## config.mk

```make
export PLATFORM = sky130hd
export DESIGN_NAME = falafel_fit_searcher
export DESIGN_NICKNAME = d
export VERILOG_FILES = /design/src/rtl/falafel_pkg.sv /design/src/rtl/falafel_fit_compare.sv /design/src/rtl/falafel_fit_searcher.sv
export SDC_FILE = /design/constraint.sdc
export NUM_CORES = 1
export LEC_CHECK = 0
export ABC_AREA = 1
export CAP_MARGIN = 20
export CORE_MARGIN = 10
export CORE_UTILIZATION = 35
export CTS_BUF_LIST = sky130_fd_sc_hd__clkbuf_16
export DETAILED_ROUTE_END_ITERATION = 12
export GPL_TIMING_DRIVEN = 0
export PLACE_DENSITY = 0.55
export SYNTH_ARGS = -nofsm -noshare
export SYNTH_HDL_FRONTEND = slang
export SYNTH_SLANG_ARGS = --single-unit
```

## constraint.sdc

```tcl
create_clock -name clk_i -period 3.15 [get_ports clk_i]
set_input_delay 0.63 -clock clk_i [delete_from_list [all_inputs] [get_ports clk_i]]
set_output_delay 0.63 -clock clk_i [all_outputs]
set_load 0.02 [all_outputs]
```

## src/rtl/falafel_pkg.sv

```systemverilog
// falafel_pkg: shared allocator types, free-block layout and fit-search request/response types
package falafel_pkg;

    typedef logic [31:0] word_t;

    localparam word_t NULL_PTR = '0;

    typedef struct packed {
        word_t size;
        word_t next_ptr;
    } free_block_t;

    typedef enum logic {
        FIT_FIRST,
        FIT_BEST
    } fit_mode_e;

    typedef struct packed {
        logic  found;
        logic  timeout;
        word_t ptr;
        word_t prev_ptr;
        word_t size;
    } fit_search_rsp_t;

    typedef enum logic [2:0] {
        S_IDLE,
        S_ISSUE,
        S_WAIT,
        S_EVAL,
        S_DONE
    } fit_state_e;

endpackage

```

## src/rtl/falafel_fit_compare.sv

```systemverilog
// falafel_fit_compare: per-hop evaluation of one free block against the request and the current best
module falafel_fit_compare
    import falafel_pkg::*;
(
    input  free_block_t block,
    input  word_t       req_size,
    input  word_t       best_size,
    input  logic        best_valid,
    input  fit_mode_e   mode,
    output logic        is_last,
    output logic        fits,
    output logic        is_better,
    output logic        is_exact
);

    assign is_last   = block.next_ptr == NULL_PTR;
    assign fits      = block.size >= req_size;
    assign is_exact  = block.size == req_size;
    // strict less-than so that ties keep the block seen earlier
    assign is_better = fits & ((mode == FIT_FIRST) | !best_valid | (block.size < best_size));

endmodule

```

## src/rtl/falafel_fit_searcher.sv

```systemverilog
// falafel_fit_searcher: walks the free list one block per hop and returns the first or best fitting block
module falafel_fit_searcher
    import falafel_pkg::*;
#(
    parameter int MAX_HOPS = 256
) (
    input  logic        clk_i,
    input  logic        rst_i,
    input  logic        req_valid_i,
    output logic        req_ready_o,
    input  word_t       req_head_ptr_i,
    input  word_t       req_size_i,
    input  fit_mode_e   req_mode_i,
    output logic        mem_req_valid_o,
    input  logic        mem_req_ready_i,
    output word_t       mem_req_addr_o,
    input  logic        mem_rsp_valid_i,
    input  free_block_t mem_rsp_block_i,
    output logic        rsp_valid_o,
    input  logic        rsp_ready_i,
    output logic        rsp_found_o,
    output word_t       rsp_ptr_o,
    output word_t       rsp_prev_ptr_o,
    output word_t       rsp_size_o,
    output logic        rsp_timeout_o
);

    localparam int HOP_W = $clog2(MAX_HOPS + 1);

    fit_state_e       state_q, state_d;
    fit_mode_e        mode_q;
    word_t            size_q, cur_q, prev_q;
    word_t            best_ptr_q, best_prev_q, best_size_q;
    logic             best_valid_q;
    logic [HOP_W-1:0] hop_q, hop_nxt;
    free_block_t      blk_q;
    fit_search_rsp_t  rsp_q, eval_rsp;
    logic             is_last, fits, is_better, is_exact;
    logic             null_head, stop_hit, hop_limit, eval_done;

    falafel_fit_compare u_cmp (
        .block      (blk_q),
        .req_size   (size_q),
        .best_size  (best_size_q),
        .best_valid (best_valid_q),
        .mode       (mode_q),
        .is_last    (is_last),
        .fits       (fits),
        .is_better  (is_better),
        .is_exact   (is_exact)
    );

    assign null_head = req_head_ptr_i == NULL_PTR;
    assign hop_nxt   = hop_q + HOP_W'(1);
    assign stop_hit  = (mode_q == FIT_FIRST) ? fits : is_exact;
    assign hop_limit = hop_nxt == HOP_W'(MAX_HOPS);
    assign eval_done = stop_hit | is_last | hop_limit;

    assign req_ready_o     = state_q == S_IDLE;
    assign mem_req_valid_o = state_q == S_ISSUE;
    assign mem_req_addr_o  = cur_q;
    assign rsp_valid_o     = state_q == S_DONE;
    assign rsp_found_o     = rsp_q.found;
    assign rsp_timeout_o   = rsp_q.timeout;
    assign rsp_ptr_o       = rsp_q.ptr;
    assign rsp_prev_ptr_o  = rsp_q.prev_ptr;
    assign rsp_size_o      = rsp_q.size;

    // result of the hop being evaluated: immediate hit, best-so-far at list end, or timeout
    always_comb begin
        eval_rsp = '{found: 1'b0, timeout: 1'b0, ptr: NULL_PTR, prev_ptr: NULL_PTR, size: '0};
        if (stop_hit)
            eval_rsp = '{found: 1'b1, timeout: 1'b0, ptr: cur_q, prev_ptr: prev_q, size: blk_q.size};
        else if (is_last && is_better)
            eval_rsp = '{found: 1'b1, timeout: 1'b0, ptr: cur_q, prev_ptr: prev_q, size: blk_q.size};
        else if (is_last && best_valid_q)
            eval_rsp = '{found: 1'b1, timeout: 1'b0, ptr: best_ptr_q, prev_ptr: best_prev_q, size: best_size_q};
        else if (!is_last && hop_limit)
            eval_rsp.timeout = 1'b1;
    end

    // state register
    always_ff @(posedge clk_i) begin
        if (rst_i)
            state_q <= S_IDLE;
        else
            state_q <= state_d;
    end

    // next-state logic
    always_comb begin
        state_d = state_q;
        case (state_q)
            S_IDLE:  state_d = !req_valid_i ? S_IDLE : (null_head ? S_DONE : S_ISSUE);
            S_ISSUE: state_d = mem_req_ready_i ? S_WAIT : S_ISSUE;
            S_WAIT:  state_d = mem_rsp_valid_i ? S_EVAL : S_WAIT;
            S_EVAL:  state_d = eval_done ? S_DONE : S_ISSUE;
            S_DONE:  state_d = rsp_ready_i ? S_IDLE : S_DONE;
            default: state_d = S_IDLE;
        endcase
    end

    // request latch, pointer walk, best tracking and result capture
    always_ff @(posedge clk_i) begin
        if (rst_i) begin
            mode_q       <= FIT_FIRST;
            size_q       <= '0;
            cur_q        <= NULL_PTR;
            prev_q       <= NULL_PTR;
            best_valid_q <= 1'b0;
            best_ptr_q   <= NULL_PTR;
            best_prev_q  <= NULL_PTR;
            best_size_q  <= '0;
            hop_q        <= '0;
            blk_q        <= '0;
            rsp_q        <= '0;
        end else begin
            case (state_q)
                S_IDLE: if (req_valid_i) begin
                    mode_q       <= req_mode_i;
                    size_q       <= req_size_i;
                    cur_q        <= req_head_ptr_i;
                    prev_q       <= NULL_PTR;
                    best_valid_q <= 1'b0;
                    best_ptr_q   <= NULL_PTR;
                    best_prev_q  <= NULL_PTR;
                    best_size_q  <= '0;
                    hop_q        <= '0;
                    rsp_q        <= '0;
                end
                S_WAIT: if (mem_rsp_valid_i) blk_q <= mem_rsp_block_i;
                S_EVAL: begin
                    hop_q <= hop_nxt;
                    if (is_better) begin
                        best_valid_q <= 1'b1;
                        best_ptr_q   <= cur_q;
                        best_prev_q  <= prev_q;
                        best_size_q  <= blk_q.size;
                    end
                    if (eval_done) begin
                        rsp_q <= eval_rsp;
                    end else begin
                        prev_q <= cur_q;
                        cur_q  <= blk_q.next_ptr;
                    end
                end
                default: ;
            endcase
        end
    end

endmodule

```

# Yosys cells after proc, flatten, opt, wreduce, memory -nomap -nowiden
# Index checks and enable logic that the tools add are counted.
[classes] n_addsub=1 order_cmp=2 eq_ne=10 mux=34 bitwise_logic=6 n_reduce_logical=15
[op_table] operator="two-way mux 98 bit" n=4
[op_table] operator="case mux 32 bit (2 select lines)" n=5
[op_table] operator="two-way mux 32 bit" n=7
[op_table] operator="case mux 98 bit (2 select lines)" n=1
[op_table] operator="two-way mux 96 bit" n=1
[op_table] operator="zero test 32 bit" n=2
[op_table] operator="equality test 32 bit" n=1
[op_table] operator="greater-or-equal comparator 32 bit" n=1
[op_table] operator="< comparator 32 bit" n=1
[op_table] operator="case mux 9 bit (2 select lines)" n=1
[op_table] operator="case mux 3 bit (5 select lines)" n=1
[op_table] operator="two-way mux 3 bit" n=4
[op_table] operator="adder 9 x 1 -> 9 bit (second input constant)" n=1
[op_table] operator="equality test 9 bit (second input constant)" n=1
[op_table] operator="two-way mux 9 bit" n=1
[op_table] operator="AND reduction 3 bit" n=3
[op_table] operator="!= test 2 bit (second input constant)" n=4
[op_table] operator="two-way mux 1 bit" n=7
[op_table] operator="equality test 3 x 2 -> 1 bit (second input constant)" n=2
[op_table] operator="AND reduction 2 bit" n=3
[op_table] operator="OR 1 bit" n=4
[op_table] operator="equality test 3 x 1 -> 1 bit (second input constant)" n=1
[op_table] operator="equality test 3 bit (second input constant)" n=1
[op_table] operator="logical AND 1 bit" n=3
[op_table] operator="7 further kinds" n=8
[totals] regBits=368 inputBits=135 output_inout_bits=133 word_cells=85

# Depth between registers and ports, before layout
[logic_depth] ltp_word=9 mapped_depth=22 depth_no_buf=20

# Cells and area by module
# From an unflattened synthesis, not the netlist that was laid out.
[hier_totals] cells_unflattened=2345 hier_area_um2=16654.7
[modules_own_cells] mod="falafel_fit_searcher" instances=1 cells_each=2062 area_each_um2=14899.3 seq_area_each_um2=7367.1
[modules_own_cells] mod="falafel_fit_compare" instances=1 cells_each=283 area_each_um2=1755.4 seq_area_each_um2=0.0

# Worst setup path before layout
# OpenSTA, ideal clock, no wires.
[synth_path] path_type="reg-to-reg" startpoint="register blk_q[63] (netlist name)" endpoint="register rsp_q (netlist bit rsp_ptr_o[14])" setup_ps=132 arrival_time_ps=2091 required_time_ps=3018 slack_ps=927 stages_incl_launch_ff=19 n_path_buf=2 synth_period_minus_slack_ps=2223 path_cell_list="dfxtp_1 > ha_1 > nand2_1 > nor2_1 > nand4_1 > nor3_2 > nand2_1 > nand2_1 > nor2_1 > nand2_4 > nand2_4 > nand2_4 > nand2_2 > buf_4 > buf_4 > nand2_1 > nand2_1 > nand2_1 > a21oi_1"
[synth_between] elab_chain_cells=8 elab_cells_between_ends=15 classes_between="2 x order compare; 2 x eq/ne; 5 x mux; 4 x bitwise; 2 x reduce/logical"
[synth_rtl] item="start, declared" line_no="falafel_fit_searcher.sv:36" rtl="free_block_t blk_q;"
[synth_rtl] item="start signal, assigned" line_no="falafel_fit_searcher.sv:131" rtl="S_WAIT: if (mem_rsp_valid_i) blk_q <= mem_rsp_block_i;"
[synth_rtl] item="< comparator 32 bit" line_no="falafel_fit_compare.sv:20" rtl="assign is_better = fits & ((mode == FIT_FIRST) | !best_valid | (block.size < best_size));"
[synth_rtl] item="OR 1 bit" line_no="falafel_fit_compare.sv:20"
[synth_rtl] item="bitwise AND 1 bit" line_no="falafel_fit_compare.sv:20"
[synth_rtl] item="logical AND 1 bit" line_no="falafel_fit_searcher.sv:74" rtl="else if (is_last && is_better)"
[synth_rtl] item="two-way mux 98 bit" line_no="falafel_fit_searcher.sv:74"
[synth_rtl] item="two-way mux 98 bit" line_no="falafel_fit_searcher.sv:72" rtl="if (stop_hit)"
[synth_rtl] item="two-way mux 98 bit" line_no="falafel_fit_searcher.sv:140" rtl="if (eval_done) begin"
[synth_rtl] item="case mux 98 bit (2 select lines)" line_no="falafel_fit_searcher.sv:118" rtl="case (state_q)"
[synth_rtl] item="end signal, assigned" line_no="falafel_fit_searcher.sv:141" rtl="rsp_q <= eval_rsp;"
[synth_rtl] item="end, declared" line_no="falafel_fit_searcher.sv:37" rtl="fit_search_rsp_t rsp_q, eval_rsp;"
# Parallel ways exist; a longest one is shown, timed or not. The select of a mux whose other input is x is not followed.
# A chain may end at the register's enable or synchronous reset.

# Worst setup path in the final report
[layout_path] startpoint="register size_q[31]" endpoint="register rsp_q (netlist bit rsp_ptr_o[22])"
[layout_between] elab_chain_cells=7 elab_cells_between_ends=13 classes_between="1 x order compare; 2 x eq/ne; 5 x mux; 3 x bitwise; 2 x reduce/logical"
[layout_rtl] item="start, declared" line_no="falafel_fit_searcher.sv:32" rtl="word_t size_q, cur_q, prev_q;"
[layout_rtl] item="start signal, assigned" line_no="falafel_fit_searcher.sv:121" rtl="size_q <= req_size_i;"
[layout_rtl] item="greater-or-equal comparator 32 bit" line_no="falafel_fit_compare.sv:17" rtl="assign fits = block.size >= req_size;"
[layout_rtl] item="bitwise AND 1 bit" line_no="falafel_fit_compare.sv:20"
[layout_rtl] item="logical AND 1 bit" line_no="falafel_fit_searcher.sv:74"
[layout_rtl] item="two-way mux 98 bit" line_no="falafel_fit_searcher.sv:74"
[layout_rtl] item="two-way mux 98 bit" line_no="falafel_fit_searcher.sv:72"
[layout_rtl] item="two-way mux 98 bit" line_no="falafel_fit_searcher.sv:140"
[layout_rtl] item="case mux 98 bit (2 select lines)" line_no="falafel_fit_searcher.sv:118"
# Parallel ways exist; a longest one is shown, timed or not. The select of a mux whose other input is x is not followed.

==> run metrics <==
Tmin final=2970 ps; gr usage total=0.210; Req. time, crit path=3580 ps; Synth area leaders=dfxtp_1 (43%), nand2_1 (13%), a21oi_1 (9.3%); Async SR Flop Fraction=0; critical path capture point type=flop; clk sinks=368; Mapped Area=17300 um^2; final wirelength=63900 um; post-synth cell types=33; Synth Net Count=2701; largest net degree at the start of global routing=13; Sum Neg Setup Slack=0 ps; core area=48800 um^2; Hold WS=461 ps; Nets=3021; area grow syn2layout=28.5%; Synth area leader=dfxtp_1; setup ws final=178 ps; IO Pins=268; Setup crit start kind=flop; Post-DP Area=20800 um^2; relative slew slack=0.387; Post-synth top cells=nand2_1 (594), dfxtp_1 (368), a21oi_1 (321), nor2_1 (306), nand3_1 (204); fin. max-slew vios=0; crit-path cells=inv_1 -> ha_1 -> nand2_1 -> nor2_2 -> nand4_1 -> nor3_2 -> buf_4 -> nand2_1 -> nand2_4 -> nand2_4 -> nand2_8 -> nand2_8 -> buf_6 -> buf_6 -> nand2_1 -> nand2_1 -> nand2_1 -> a21oi_1; highest clock rate=0.337 GHz; CTS buffer count=42; LEAKAGE=8.31 nW; worst-skew pair later-pin latency=570 ps; DR vias/cell=4.91; number of global-route vias before repair=16900; Starting Density=0.354; Detailed Place HPWL=49800 um; initial antenna violation count=0; top_reg_cell synth=dfxtp_1; num rows=81; GRT overflow=0; number of detailed-route iterations in the first pass=6; Synth Instances=2502; status=finished, final reports clean; arrival time at the worst endpoint=3410 ps; Synth Area per Inst=6.90 um^2; worst slack, placed=-478 ps; fin crit share=0.943; Min-Delay Startpoint=best_prev_q[15]; RSZ-0062 raised after global routing=yes; maximum VDD drop=0.375 mV; iteration-0 DRC count of the detailed router=1165; Design Area, Final=22200 um^2; most common cell in the netlist=nand2_1; Post-DRT Antenna Nets=0; layout cell share with drive strength beyond 1=0.0550; power per cell area=534 nW/um^2; final hold vios=0; Root Buffer=clkbuf_16; post-synthesis sequential area ratio=0.426; CP Class=reg2reg; DIE HEIGHT=242 um; number of synthesized register bits=368; cts hold-fix bufs=0; worst hold path type=reg2reg; Synth top area share=0.426; yosys warns=0; CTS tree=yes; Critical Path Start=size_q[31]; die area=58600 um^2; Worst Clk Skew=17.1 ps; fin util=0.454; clk buf depth=3; first-pass GRT wire length=97600 um; Routed WL per cell=18.2 um; Largest stage delay, worst path=320 ps; total number of vias=17300; Post-synth EDFFs=0; die width=242 um; Max Cap Viol=0; CP Max Fanout=10; DRC=0; Critical R2R Launch=size_q[31]; slowest library cell on the worst path=ha_1; measured slew at the worst slew-check pin=919 ps; H-Tree Depth=2; Most common cell on crit path=nand2_1; gpl congestion=0.883; Finish-stage setup viols=0; clock slew at reported path FFs=60 ps; antenna diode count=0; port bufs=266
==> stage by stage <==
step	std cells	total power, mW
floorplan	2502	6.35
global placement	3432	7.27
detailed placement	3433	7.30
CTS	3512	11.9
global route	3516	12.4
finish	3516	11.9
==> placed cells by master, fill, tap and decap left out, types with 2 or more instances in the layout <==
cell | synthesis | final
nand2_1 | 594 | 593
dfxtp_1 | 368 | 368
a21oi_1 | 321 | 319
nor2_1 | 306 | 305
clkdlybuf4s50_1 | 0 | 266
inv_1 | 196 | 207
nand3_1 | 204 | 204
o21ai_0 | 160 | 160
clkbuf_1 | 100 | 100
ha_1 | 64 | 64
clkbuf_16 | 0 | 45
o21ai_1 | 41 | 41
buf_2 | 41 | 27
nand4_1 | 21 | 21
buf_4 | 9 | 20
buf_6 | 14 | 15
clkbuf_4 | 0 | 10
buf_1 | 12 | 10
clkinv_2 | 1 | 9
clkinv_1 | 0 | 9
nor4_1 | 8 | 8
inv_2 | 6 | 6
xor2_1 | 6 | 6
nor3_1 | 6 | 5
nor3_2 | 2 | 3
nand2_2 | 3 | 3
nand2_4 | 4 | 3
o21a_1 | 2 | 2
a31oi_1 | 2 | 2
nor2_4 | 2 | 2
clkbuf_2 | 0 | 2
or2_2 | 2 | 2
nand2_8 | 0 | 2
and2_0 | 2 | 2
a21oi_2 | 0 | 2
==> final timing paths <==
| check | slack, ps | cells past startpoint | endpoint |
|---|---|---|---|
| worst max register to register | 180 | 18 | rsp_ptr_o[22] |
| worst max-delay path | 180 | 18 | rsp_ptr_o[22] |
| worst min-delay path | 460 | 2 | best_prev_q[15] |
| worst min register to register | 460 | 2 | best_prev_q[15] |
==> kinds of logic (layout without fill, tap and decap cells) <==
kind of cell | after synthesis | count (layout) | share of synthesized area
AND/OR/NAND/NOR | 1155 | 1155 | 0.275
AO/OA/AOI/OAI | 530 | 530 | 0.155
buffers and inverters | 379 | 729 | 0.0934
flip-flops | 368 | 368 | 0.426
adder cells (fa/ha/maj) | 64 | 64 | 0.0464
XOR/XNOR | 6 | 6 | 0.00304
==> layer usage <==
metal,up-vias,global-route usage,part of all wire
met3,66,0.0355,0.055
met5,-,0,0
met2,414,0.361,0.48
met4,0,0.0523,0.018
li1,8746,-,-
met1,8049,0.268,0.45
==> registers in the layout, summed over array words and instances, names as in the netlist <==
| name | cells |
|---|---|
| blk_q | 64 |
| state_q | 3 |
| rsp_ptr_o | 32 |
| mem_req_addr_o | 32 |
| hop_q | 9 |
| rsp_size_o | 32 |
| best_size_q | 32 |
| rsp_prev_ptr_o | 32 |
| size_q | 32 |
| rsp_found_o | 1 |
| best_prev_q | 32 |
| rsp_timeout_o | 1 |
| mode_q | 1 |
| best_valid_q | 1 |
| prev_q | 32 |
| best_ptr_q | 32 |
==> worst max-delay path: cells and delay by family (launching register included) <==
kind                     cells  cell delay [ps]
buffers and inverters        4              610
flip-flops                   1              300
AO/OA/AOI/OAI                1               60
AND/OR/NAND/NOR             12             1560
adder cells (fa/ha/maj)      1              320
==> area by class of cell <==
class | instances | area (um^2)
inverters | 203 | 763
well taps | 664 | 831
multi-input cells | 1755 | 8330
repair buffers | 276 | 2750
clock inverters | 29 | 123
flip-flops and latches | 368 | 7370
plain buffers | 176 | 905
clock buffers | 45 | 1130
fillers | 5162 | 26700
==> what timing repair did <==
item                       in CTS  in global routing
setup endpoints to repair      46                149
resized for setup               1                 31
setup buffers                   5                  4
pin swaps                       2                  4
==> where the power goes <==
group	internal, mW	total (mW)	switching (mW)
sequential	4.83	5.05	0.225
clock	2.55	4.54	1.99
combinational	0.790	2.26	1.47
Power figures use the tool's default switching activity.
==> edit: new RTL, same flow settings <==
Reset style: asynchronous (`rst_i`), changed in 2 clocked blocks.
--- a/src/rtl/falafel_fit_searcher.sv
+++ b/src/rtl/falafel_fit_searcher.sv
@@ -82,3 +82,3 @@
     // state register
-    always_ff @(posedge clk_i) begin
+    always_ff @(posedge clk_i or posedge rst_i) begin
         if (rst_i)
@@ -103,3 +103,3 @@
     // request latch, pointer walk, best tracking and result capture
-    always_ff @(posedge clk_i) begin
+    always_ff @(posedge clk_i or posedge rst_i) begin
         if (rst_i) begin
Formal check against the unedited RTL: differs if rst_i is asserted again (counterexample within 4 cycles, from zero or initial values and one cycle with rst_i high); with rst_i held inactive, the same outputs for 4 cycles.
==> edit against the original RTL <==
Maximum frequency down 2.4%. Cell area up 4.1%. Wire length down 4.0%. Worst setup slack worse by 0.073 ns. Area after synthesis up 3.9%. Non-clock buffer count down 48. First-iteration DRC count down 14%. Count of clock-buffer cells in the layout unchanged. Sequential cell count unchanged. Critical endpoint is now rsp_ptr_o[7].
Power is not compared: it rests on default switching activity, and its combinational part moved more than twofold at a synthesized area within 25%.
==> edit: results <==
{
  "vias": 15500,
  "dpl.cell_count": 3073,
  "placed_area_um2": 21700,
  "cts_buffers": 43,
  "buffer_area_frac": 0.157,
  "synthTopCellsByArea": "dfrtp_1, nand2_1, nand3_1",
  "syn-cell-area_um2": 17900,
  "cp.required_ns": 3.64,
  "multi_input_area_um2": 7210,
  "status": "completed",
  "grt_pass1_wl_um": 94200,
  "synth_compound_area_frac": 0.111,
  "fin_skew_ns": 0.0183,
  "syn2layout_area_growth_pct": 28.8,
  "routed.top_layer": "met5",
  "viasPerCell": 4.90,
  "synth-async-reset-ratio": 1.00,
  "synth_cell_types": 39,
  "drt-wirelength-per-cell_um": 19.4,
  "clkCellAreaFrac": 0.0591,
  "synth_fa_ha_area_frac": 0.0453,
  "seqCellArea_um2": 9210,
  "first_pass_iters": 5,
  "wl_met1_um": 27300,
  "hpwl_um": 47200,
  "route.met2.wl_um": 28000,
  "met3_usage": 0.0510,
  "post-place-ws_ns": 0.0466,
  "grt_use_met2": 0.315,
  "drive_gt1_frac": 0.0993
}
[edit: cell count changes after synthesis, moves of 50 or more]
cell,unedited run,this run
o21ai_0,160,109
o21ai_2,0,50
a21oi_1,321,97
dfxtp_1,368,0
dfrtp_1,0,368
nor2_1,306,85
[edit: power by group through the flow]
stage / Clock, mW / Sequential (mW) / Combinational (mW)
final: 4.90 / 7.73 / 13.6
after detailed placement: 0 / 7.80 / 13.4
after CTS: 5.00 / 7.74 / 13.5
after global routing: 5.19 / 7.96 / 15.1
after global placement: 0 / 7.78 / 13.2
after floorplan: 0 / 8.48 / 7.55
[edit: final timing paths]
check	startpoint	to	slack, ns
max	blk_q[31]	rsp_ptr_o[7]	0.11
min	rsp_ptr_o[20]	rsp_ptr_o[20]	0.48
max reg2reg	blk_q[31]	rsp_ptr_o[7]	0.11
min reg2reg	rsp_ptr_o[20]	rsp_ptr_o[20]	0.48
max in group asynchronous	rst_i	best_ptr_q[21]	1.43
min in group asynchronous	rst_i	rsp_size_o[20]	0.55
